### config.mk
export PLATFORM = sky130hd
export DESIGN_NAME = im_loader
export DESIGN_NICKNAME = d
export VERILOG_FILES = /design/src/rtl/im_loader.sv
export SDC_FILE = /design/constraint.sdc
export NUM_CORES = 1
export LEC_CHECK = 0
export ABC_AREA = 1
export CAP_MARGIN = 20
export CORE_ASPECT_RATIO = 1.4
export CORE_MARGIN = 5
export CORE_UTILIZATION = 40
export CTS_CLUSTER_SIZE = 30
export DETAILED_ROUTE_END_ITERATION = 16
export PLACE_DENSITY = 0.68
export SLEW_MARGIN = 20
export SYNTH_ARGS = -nofsm -noshare
export SYNTH_HDL_FRONTEND = slang
export SYNTH_SLANG_ARGS = --single-unit
### constraint.sdc
create_clock -name clk -period 1.7 [get_ports clk]
set_input_delay 0.34 -clock clk [delete_from_list [all_inputs] [get_ports clk]]
set_output_delay 0.34 -clock clk [all_outputs]
set_load 0.005 [all_outputs]
### src/rtl/im_loader.sv
// im_loader: assembles a big-endian byte stream into 32-bit words
// and writes them to the instruction RAM at consecutive addresses.
//
// Ports:
//   clk, reset        clock, synchronous active-high reset
//   start, word_count load request and number of words (1..2^ADDR_W)
//   in_valid, in_data byte stream from host
//   in_ready          byte accepted this cycle (RECV only)
//   we, waddr, wdata  instruction RAM write port
//   busy, done, err   status: load active, completion pulse, bad count
module im_loader #(
    parameter int          ADDR_W    = 10,
    parameter logic [31:0] BASE_ADDR = 32'h0000_3000
) (
    input  logic            clk,
    input  logic            reset,
    input  logic            start,
    input  logic [ADDR_W:0] word_count,
    input  logic            in_valid,
    input  logic [7:0]      in_data,
    output logic            in_ready,
    output logic            we,
    output logic [31:0]     waddr,
    output logic [31:0]     wdata,
    output logic            busy,
    output logic            done,
    output logic            err
);

    localparam logic [1:0] S_IDLE  = 2'd0;
    localparam logic [1:0] S_RECV  = 2'd1;
    localparam logic [1:0] S_WRITE = 2'd2;
    localparam logic [1:0] S_DONE  = 2'd3;

    localparam logic [ADDR_W:0] MAX_CNT = {1'b1, {ADDR_W{1'b0}}};

    logic [1:0]        state;
    logic [ADDR_W:0]   count;
    logic [ADDR_W-1:0] word_idx;
    logic [1:0]        byte_idx;
    // Only the first three bytes need holding; the fourth goes
    // straight into wdata together with them.
    logic [23:0]       shreg;

    logic xfer;
    logic cnt_ok;
    logic last;

    assign in_ready = (state == S_RECV);
    assign we       = (state == S_WRITE);
    assign busy     = (state != S_IDLE);
    assign done     = (state == S_DONE);

    assign xfer   = in_valid && in_ready;
    assign cnt_ok = (word_count != '0) && (word_count <= MAX_CNT);
    assign last   = ({1'b0, word_idx} == count - 1'b1);

    always_ff @(posedge clk) begin
        if (reset) begin
            state    <= S_IDLE;
            count    <= '0;
            word_idx <= '0;
            byte_idx <= '0;
            shreg    <= '0;
            waddr    <= BASE_ADDR;
            wdata    <= '0;
            err      <= 1'b0;
        end else begin
            err <= 1'b0;
            unique case (state)
                S_IDLE: begin
                    if (start) begin
                        if (cnt_ok) begin
                            count    <= word_count;
                            word_idx <= '0;
                            byte_idx <= '0;
                            state    <= S_RECV;
                        end else begin
                            err <= 1'b1;
                        end
                    end
                end
                S_RECV: begin
                    if (xfer) begin
                        byte_idx <= byte_idx + 2'd1;
                        shreg    <= {shreg[15:0], in_data};
                        if (byte_idx == 2'd3) begin
                            // Output regs update only here so they hold
                            // between writes while the next word builds.
                            wdata <= {shreg, in_data};
                            waddr <= BASE_ADDR +
                                     {{(30-ADDR_W){1'b0}}, word_idx, 2'b00};
                            state <= S_WRITE;
                        end
                    end
                end
                S_WRITE: begin
                    if (last) begin
                        state <= S_DONE;
                    end else begin
                        word_idx <= word_idx + 1'b1;
                        byte_idx <= '0;
                        state    <= S_RECV;
                    end
                end
                S_DONE: begin
                    state <= S_IDLE;
                end
                default: begin
                    state <= S_IDLE;
                end
            endcase
        end
    end

endmodule
Word-level counts from Yosys, hierarchy flattened

Cells that the tools add are included.
W data, S select, Z words.

Bits in registers: 114
Input port bits: 23
Output and inout bits: 69

$add $sub $neg: 4
$lt $le $gt $ge: 1
Eq/ne operators: 10
Mux-type cells: 16
Bitwise operators: 2
Reductions and logical operators: 14

Operators with widths:

| operator                 | number |
|---|---|
| $mux W10                 | 3 |
| $pmux W10 S2             | 1 |
| $mux W2                  | 9 |
| $add A14 B12 Y15 const A | 1 |
| $eq A10 B11 Y1           | 1 |
| $le A11 B11 Y1 const B   | 1 |
| $reduce_bool A11 Y1      | 1 |
| $sub A11 B1 Y11 const B  | 1 |
| $add A10 B1 Y10 const B  | 1 |
| $pmux W2 S4              | 1 |
| $reduce_and A4 Y1        | 2 |
| $eq A2 B2 Y1 const B     | 3 |
| $ne A2 B2 Y1 const B     | 3 |
| $pmux W2 S3              | 1 |
| $reduce_and A3 Y1        | 2 |
| $reduce_and A5 Y1        | 1 |
| $ne A2 B1 Y1 const B     | 2 |
| $reduce_bool A2 Y1       | 2 |
| $reduce_bool A3 Y1       | 1 |
| $reduce_or A3 Y1         | 1 |
| $add A2 B1 Y2 const B    | 1 |
| $eq A2 B1 Y1 const B     | 1 |
| $logic_and A1 B1 Y1      | 2 |
| $logic_not A2 Y1         | 1 |
| 3 further kinds          | 4 |

Depth between registers and ports, before layout

Gate-level depths: netlist (run 1).

Depth in word-level cells: 5
Mapped depth: 15

Least setup slack after synthesis (run 1)

No wires, ideal clock.

Kind: register to register
Start: reg count[0]
End: reg word_idx[6]
Data arrival time: 1682 ps
Data required time: 1587 ps
Slack: -95 ps
Cell stages (with the launch flop): 16
Cell sequence: dfxtp_1 inv_1 ha_1 nand2_1 inv_1 nor2_1 nand2_1 nor2_1 nand2_1 nor2_2 nand3_2 nand2_4 nand2_4 buf_6 a21oi_2 nor2_1

Word-level cells in the longest chain between the ends: 4

Ends and longest elaborated chain:

| item                        | RTL line | text |
|---|---|---|
| from (decl)                 | 38       | `logic [ADDR_W:0] count;` |
| from (signal assigned)      | 74       | `count <= word_count;` |
| $sub A11 B1 Y11             | 56       | `assign last = ({1'b0, word_idx} == count - 1'b1);` |
| $eq A10 B11 Y1              | 56       |  |
| $ne A2 B2 Y1 (no line)      | n/a      |  |
| $reduce_and A4 Y1 (no line) | n/a      |  |
| to (signal assigned)        | 101      | `word_idx <= word_idx + 1'b1;` |
| to (decl)                   | 39       | `logic [ADDR_W-1:0] word_idx;` |

No other way between the ends.
A chain may end at the register's enable or synchronous reset.

Final worst setup path (run 1)

Start: reg count[0]
End: reg word_idx[4]

Same word-level chain as after synthesis.

==> results.tsv, run 1 <==
metric	value	unit
failing checks	negative setup slack	
initial drt markers	154	
setup TNS	-0.812	ns
r2r setup slk	-0.11	ns
synthesis-stage register bit count	92	
Place WS	-0.356	ns
Peak VDD IR	0.717	mV
die area	0.0123	sq mm
RSZ-0062 raised after global routing	yes	
final hold viol count	0	
Critical Path End	word_idx[4]	
antenna-violating nets left	0	
fin cells	791	
Pins Over Slew Limit	0	
critical path class	reg -> reg	
fin crit share	1.07	
number of remaining DRC errors	0	
gr usage total	0.177	
DRT Pass-1 Iters	4	
total number of vias	3807	
Die Span X	95.3	um
first-pass GRT wire length	17000	um
Worst Path Max Fanout	8	
cell mode on critical path	nor2_1	
static leakage power	2.35	nW
sequential share of the synthesized area	0.452	
GR Overflow Total	0	
clock buffer depth	2	
Synth Warn #	0	
number of port buffers	69	
FMAX	0.551	GHz
reg2reg start	count[0]	
Final setup viols	11	
pin count of the biggest net entering global routing	44	
RePlAce Congestion	0.852	
CP Cell Sequence	inv_2, ha_4, nand2_2, inv_2, nor2_1, nand2_1, nor2_1, nand2_1, nor2_2, nand3_2, nand2_8, nand2_8, a21oi_2, nor2_1	
Total Wirelength	10700	um
post-synth cell types	31	
WP depth	14	
Worst Hold Path Cells	4	
status	finished with violations	
Buf/Inv on CP	2	
initial core utilization	0.410	
worst setup path startpoint	count[0]	
Most used DFF post-synth	dfxtp_1	
chip height	129	um
fin nets	679	
Final WS setup	-0.114	ns
area grow syn2layout	39.3	%
cell row count	43	
commonest non-fill, non-tap cell in the layout	dfxtp_1	
initial antenna violation count	0	
worst r2r path cells	14	
clock latency on the worst-skew pair	0.35	ns
Post-synth EDFFs	0	
pwr dens	919	mW/mm^2
Clk pin slew, worst setup/hold paths	0.06	ns
CP Launch Type	flip-flop	
Filler cells	907	
Synth Instances	553	
Setup Skew	0.00693	ns
total CTS buffers	9	
# IOs	92	
layout cell share with drive strength beyond 1	0.174	
r2r endpoint	word_idx[4]	
FFs w/ async S/R, synth	0	
Placed Cells	771	
core area	0.00995	sq mm
Worst EP arrival	2.06	ns
post-DR vias/cell	4.81	
commonest cells after routing, fill and taps aside	87 x dfxtp_1, 82 x nand2_1, 65 x a21oi_1	
Tot Pwr	5.22	mW
hold-fix buffers at CTS	0	
Critical-path top delay cell	dfxtp_2	
delay-heaviest family, CP	simple AND/OR/NAND/NOR gates	
CTS Sinks	92	
max-cap viol count	0	
worst path required time	1.94	ns
CTS root buf	clkbuf_16	
DR WL/cell	13.5	um
largest incremental delay on the critical path	0.34	ns
CTS tree	done	
HP Class	in -> reg	
Netlist Area Pre-Place	0.00408	sq mm
Synth Area per Inst	7.37	sq um
# diodes	0	
post-layout min period	1.81	ns
Post-DP HPWL	7560	um
H-tree depth	3	
Critical Path End Type	flip-flop	
number of global-route vias before repair	3681	
[layout make-up]
| type | count | area, sq um | share of cell area |
|---|---|---|---|
| Multi-Input combinational cell | 370 | 1940 | 0.341 |
| Clock inverter | 4 | 98.8 | 0.0174 |
| Tap cell | 135 | 169 | 0.0297 |
| Inverter | 64 | 243 | 0.0427 |
| Timing Repair Buffer | 116 | 1140 | 0.201 |
| Clock buffer | 10 | 239 | 0.0421 |
| Sequential cell | 92 | 1850 | 0.326 |
[per-stage QoR]
stage / instance area [sq um] / hold WS (ns) / utilization
final: 5680 / 0.415 / 0.571
after CTS: 5530 / 0.453 / 0.556
after detailed placement: 5120 / 0.441 / 0.515
after global routing: 5680 / 0.429 / 0.571
after floorplan: 4170 / 0.430 / -
after global placement: 5120 / 0.440 / 0.515
[kinds of logic (layout without fill, tap and decap cells)]
family	count (synthesis)	count (layout)	synth area share
compound gates	149	149	0.196
xor+xnor	8	8	0.0172
fa+ha+maj	3	3	0.00921
buf+inv	112	194	0.128
flops	92	92	0.452
other cells	2	22	0.00184
simple gates	187	188	0.196
[worst register-to-register path, delay by kind of cell, from the launching register on]
family                   cells  cell delay, ns
flip-flops                   1            0.34
buffers and inverters        2            0.08
AO/OA/AOI/OAI                1            0.15
AND/OR/NAND/NOR             10            0.92
adder cells (fa/ha/maj)      1            0.23
[cells in the mapped netlist (2+ instances only)]
cell	number	area share
a211oi_1	14	0.026
a21oi_1	68	0.083
a21oi_2	3	0.0064
buf_2	9	0.011
buf_4	22	0.041
clkbuf_1	16	0.015
conb_1	2	0.0018
dfxtp_1	92	0.45
ha_1	3	0.0092
inv_1	58	0.053
inv_2	5	0.0046
nand2_1	88	0.081
nand2_4	2	0.0055
nand3_1	20	0.025
nand4_1	2	0.0031
nor2_1	58	0.053
nor2_2	6	0.0092
nor2_4	2	0.0055
nor3_1	4	0.0049
o21ai_0	61	0.075
or2_2	2	0.0031
xnor2_1	4	0.0086
xor2_1	4	0.0086
[worst min-delay path by stage]
stage                   from        end  slack, ns
3_5_place_dp       shreg[17]  wdata[25]       0.44
5_1_grt        word_count[4]   count[4]       0.43
3_3_place_gp       shreg[16]  shreg[16]       0.44
4_1_cts            shreg[21]  wdata[29]       0.45
2_1_floorplan      shreg[16]  shreg[16]       0.43
6_report       word_count[4]   count[4]       0.42
[power by group]
part           switching, mW  internal (mW)
clock network          0.820           1.46
logic                  0.373          0.291
registers             0.0471           2.23
total                   1.24           3.98
[repair_timing]
item | in CTS | in global routing
hold endpoints to repair | 0 | 0
gates resized for setup | 23 | 30
setup endpoints to repair | 16 | 21
pin swaps | 8 | 11
buffers inserted | 2 | 2
cloned | 0 | 2
[registers in the layout, summed over array words and instances (netlist names)]
register / cells
shreg: 24
err: 1
byte_idx: 2
state: 2
waddr: 10
count: 11
word_idx: 10
wdata: 32
[per-layer routing]
layer  vias to the layer above  wire (um)  GRT usage  share of wire
met2                       102       5490      0.308           0.51
met1                      1733       4120      0.186           0.39
met5                         -          0          0              0
li1                       1948          -          -              -
met4                         0        307     0.0756          0.029
met3                        24        747     0.0691          0.070
Note: power is estimated with default switching activity, not from simulation.
==> inputs of run 2 (changes only) <==
Settings changed: CORE_MARGIN 5 to 1.5, CTS_CLUSTER_DIAMETER set to 200, CTS_CLUSTER_SIZE 30 to 40.
==> run 2 against run 1 <==
  * The run still ends with negative setup slack left
  * Power decreased by 0.57%
  * Combinational power decreased by 10%
  * Clock power increased by 2%
  * Critical path type unchanged
  * Sequential power about the same
  * Critical path depth unchanged
==> results.tsv, run 2 (synthesized netlist as in run 1, its figures left out) <==
metric	value	unit
antenna-violating nets left	0	
Post-DP HPWL	7450	um
Critical Path End Type	flip-flop	
HP Class	reg -> reg	
Final WS setup	-0.114	ns
Top reg by flops	wdata	
fin nets	663	
Place WS	-0.318	ns
Die Span X	88.3	um
commonest cells after routing, fill and taps aside	88 x dfxtp_1, 85 x nand2_1, 66 x a21oi_1	
GR Overflow Total	0	
pin count of the biggest net entering global routing	48	
CTS tree	done	
CTS root buf	clkbuf_16	
FMAX	0.551	GHz
clock latency on the worst-skew pair	0.34	ns
worst path required time	1.97	ns
number of port buffers	69	
static leakage power	2.21	nW
CTS Sinks	92	
number of remaining DRC errors	0	
Peak VDD IR	0.741	mV
post-layout min period	1.81	ns
max reg flops	32	
final hold viol count	0	
CP Launch Type	flip-flop	
H-tree depth	3	
gr usage total	0.199	
Final Util	0.552	
Largest regs	wdata (32), shreg (24), count (11)	
Pins Over Slew Limit	0	
post-DR vias/cell	4.88	
commonest non-fill, non-tap cell in the layout	dfxtp_1	
max-cap viol count	0	
Filler cells	952	
RePlAce Congestion	0.888	
# diodes	0	
DR WL/cell	13.4	um
failing checks	negative setup slack	
area grow syn2layout	34.0	%
total number of vias	3792	
number of global-route vias before repair	3635	
Worst EP arrival	2.09	ns
Clk pin slew, worst setup/hold paths	0.06	ns
hold-fix buffers at CTS	0	
cell row count	43	
fin crit share	1.07	
Total Wirelength	10400	um
initial antenna violation count	0	
status	finished with violations	
chip height	122	um
Setup Skew	0.00377	ns
initial drt markers	164	
Tot Pwr	5.19	mW
layout cell share with drive strength beyond 1	0.143	
setup TNS	-0.872	ns
first-pass GRT wire length	16500	um
Worst Path Max Fanout	6	
pwr dens	950	mW/mm^2
clock buffer depth	2	
DRT Pass-1 Iters	4	
core area	0.00990	sq mm
initial core utilization	0.412	
RSZ-0062 raised after global routing	yes	
die area	0.0108	sq mm
Hold WS	0.452	ns
Final setup viols	11	
# IOs	92	
critical path class	reg -> reg	
total CTS buffers	9	
[run 2: changes by cell type in the layout (fill, tap and decap cells not counted), sizes merged]
| cell | delta |
|---|---|
| buf | -14 |
| clkdlybuf4s50 | +6 |
| dlymetal6s2s | -6 |
| clkbuf | -1 |
| clkinv | +1 |
| clkinvlp | +1 |
| nand2 | -1 |
[run 2: where the power goes]
group          switching [mW]  total (mW)  internal (mW)
logic                   0.349       0.597          0.249
clock network           0.845        2.32           1.48
registers              0.0458        2.27           2.23
[run 2: what timing repair did]
| action | 4_1_cts | 5_1_grt |
|---|---|---|
| setup buffers | 1 | 1 |
| pin swaps | 4 | 3 |
| endpoints found under the setup margin | 16 | 17 |
| gates resized for setup | 16 | 16 |
| cloned | 0 | 0 |
[run 2: final cells by class]
type / count / area (sq um) / share of cell area
Clock buffer: 10 / 239 / 0.0437
Clock inverter: 6 / 111 / 0.0204
Inverter: 64 / 240 / 0.0440
Multi-Input combinational cell: 369 / 1860 / 0.341
Sequential cell: 92 / 1850 / 0.339
Tap cell: 135 / 169 / 0.0309
Timing Repair Buffer: 101 / 991 / 0.181
[run 2: path summary, 6_finish.rpt]
path	start	end	slack, ns	cells past startpoint
worst max-delay path	count[1]	word_idx[5]	-0.11	14
worst max register to register	count[1]	word_idx[5]	-0.11	14
worst min-delay path	shreg[23]	shreg[23]	0.45	2
worst min register to register	shreg[23]	shreg[23]	0.45	2
[run 2: per-stage QoR]
stage	cells	cell area (sq um)
2_1_floorplan	573	4170
3_3_place_gp	759	5020
3_5_place_dp	759	5020
4_1_cts	776	5410
5_1_grt	777	5460
6_report	777	5460
[run 2: critical path: stages, from the launching register on]
cell and delay [ns]:
dfxtp_2 0.34, inv_2 0.05, ha_4 0.26, nor2_1 0.04, nor2_1 0.10, nand2_1 0.07, nor2_1 0.09, nand2_1 0.08
nor2_2 0.13, nand3_2 0.10, nand2_4 0.14, inv_2 0.07, nand2_2 0.08, nand2_2 0.07, a21oi_2 0.12
[run 2: layer usage]
layer  global-route usage  wire (um)
met5                    0          0
met4               0.0889        297
met3               0.0538        536
met2                0.358       5350
met1                0.213       4200
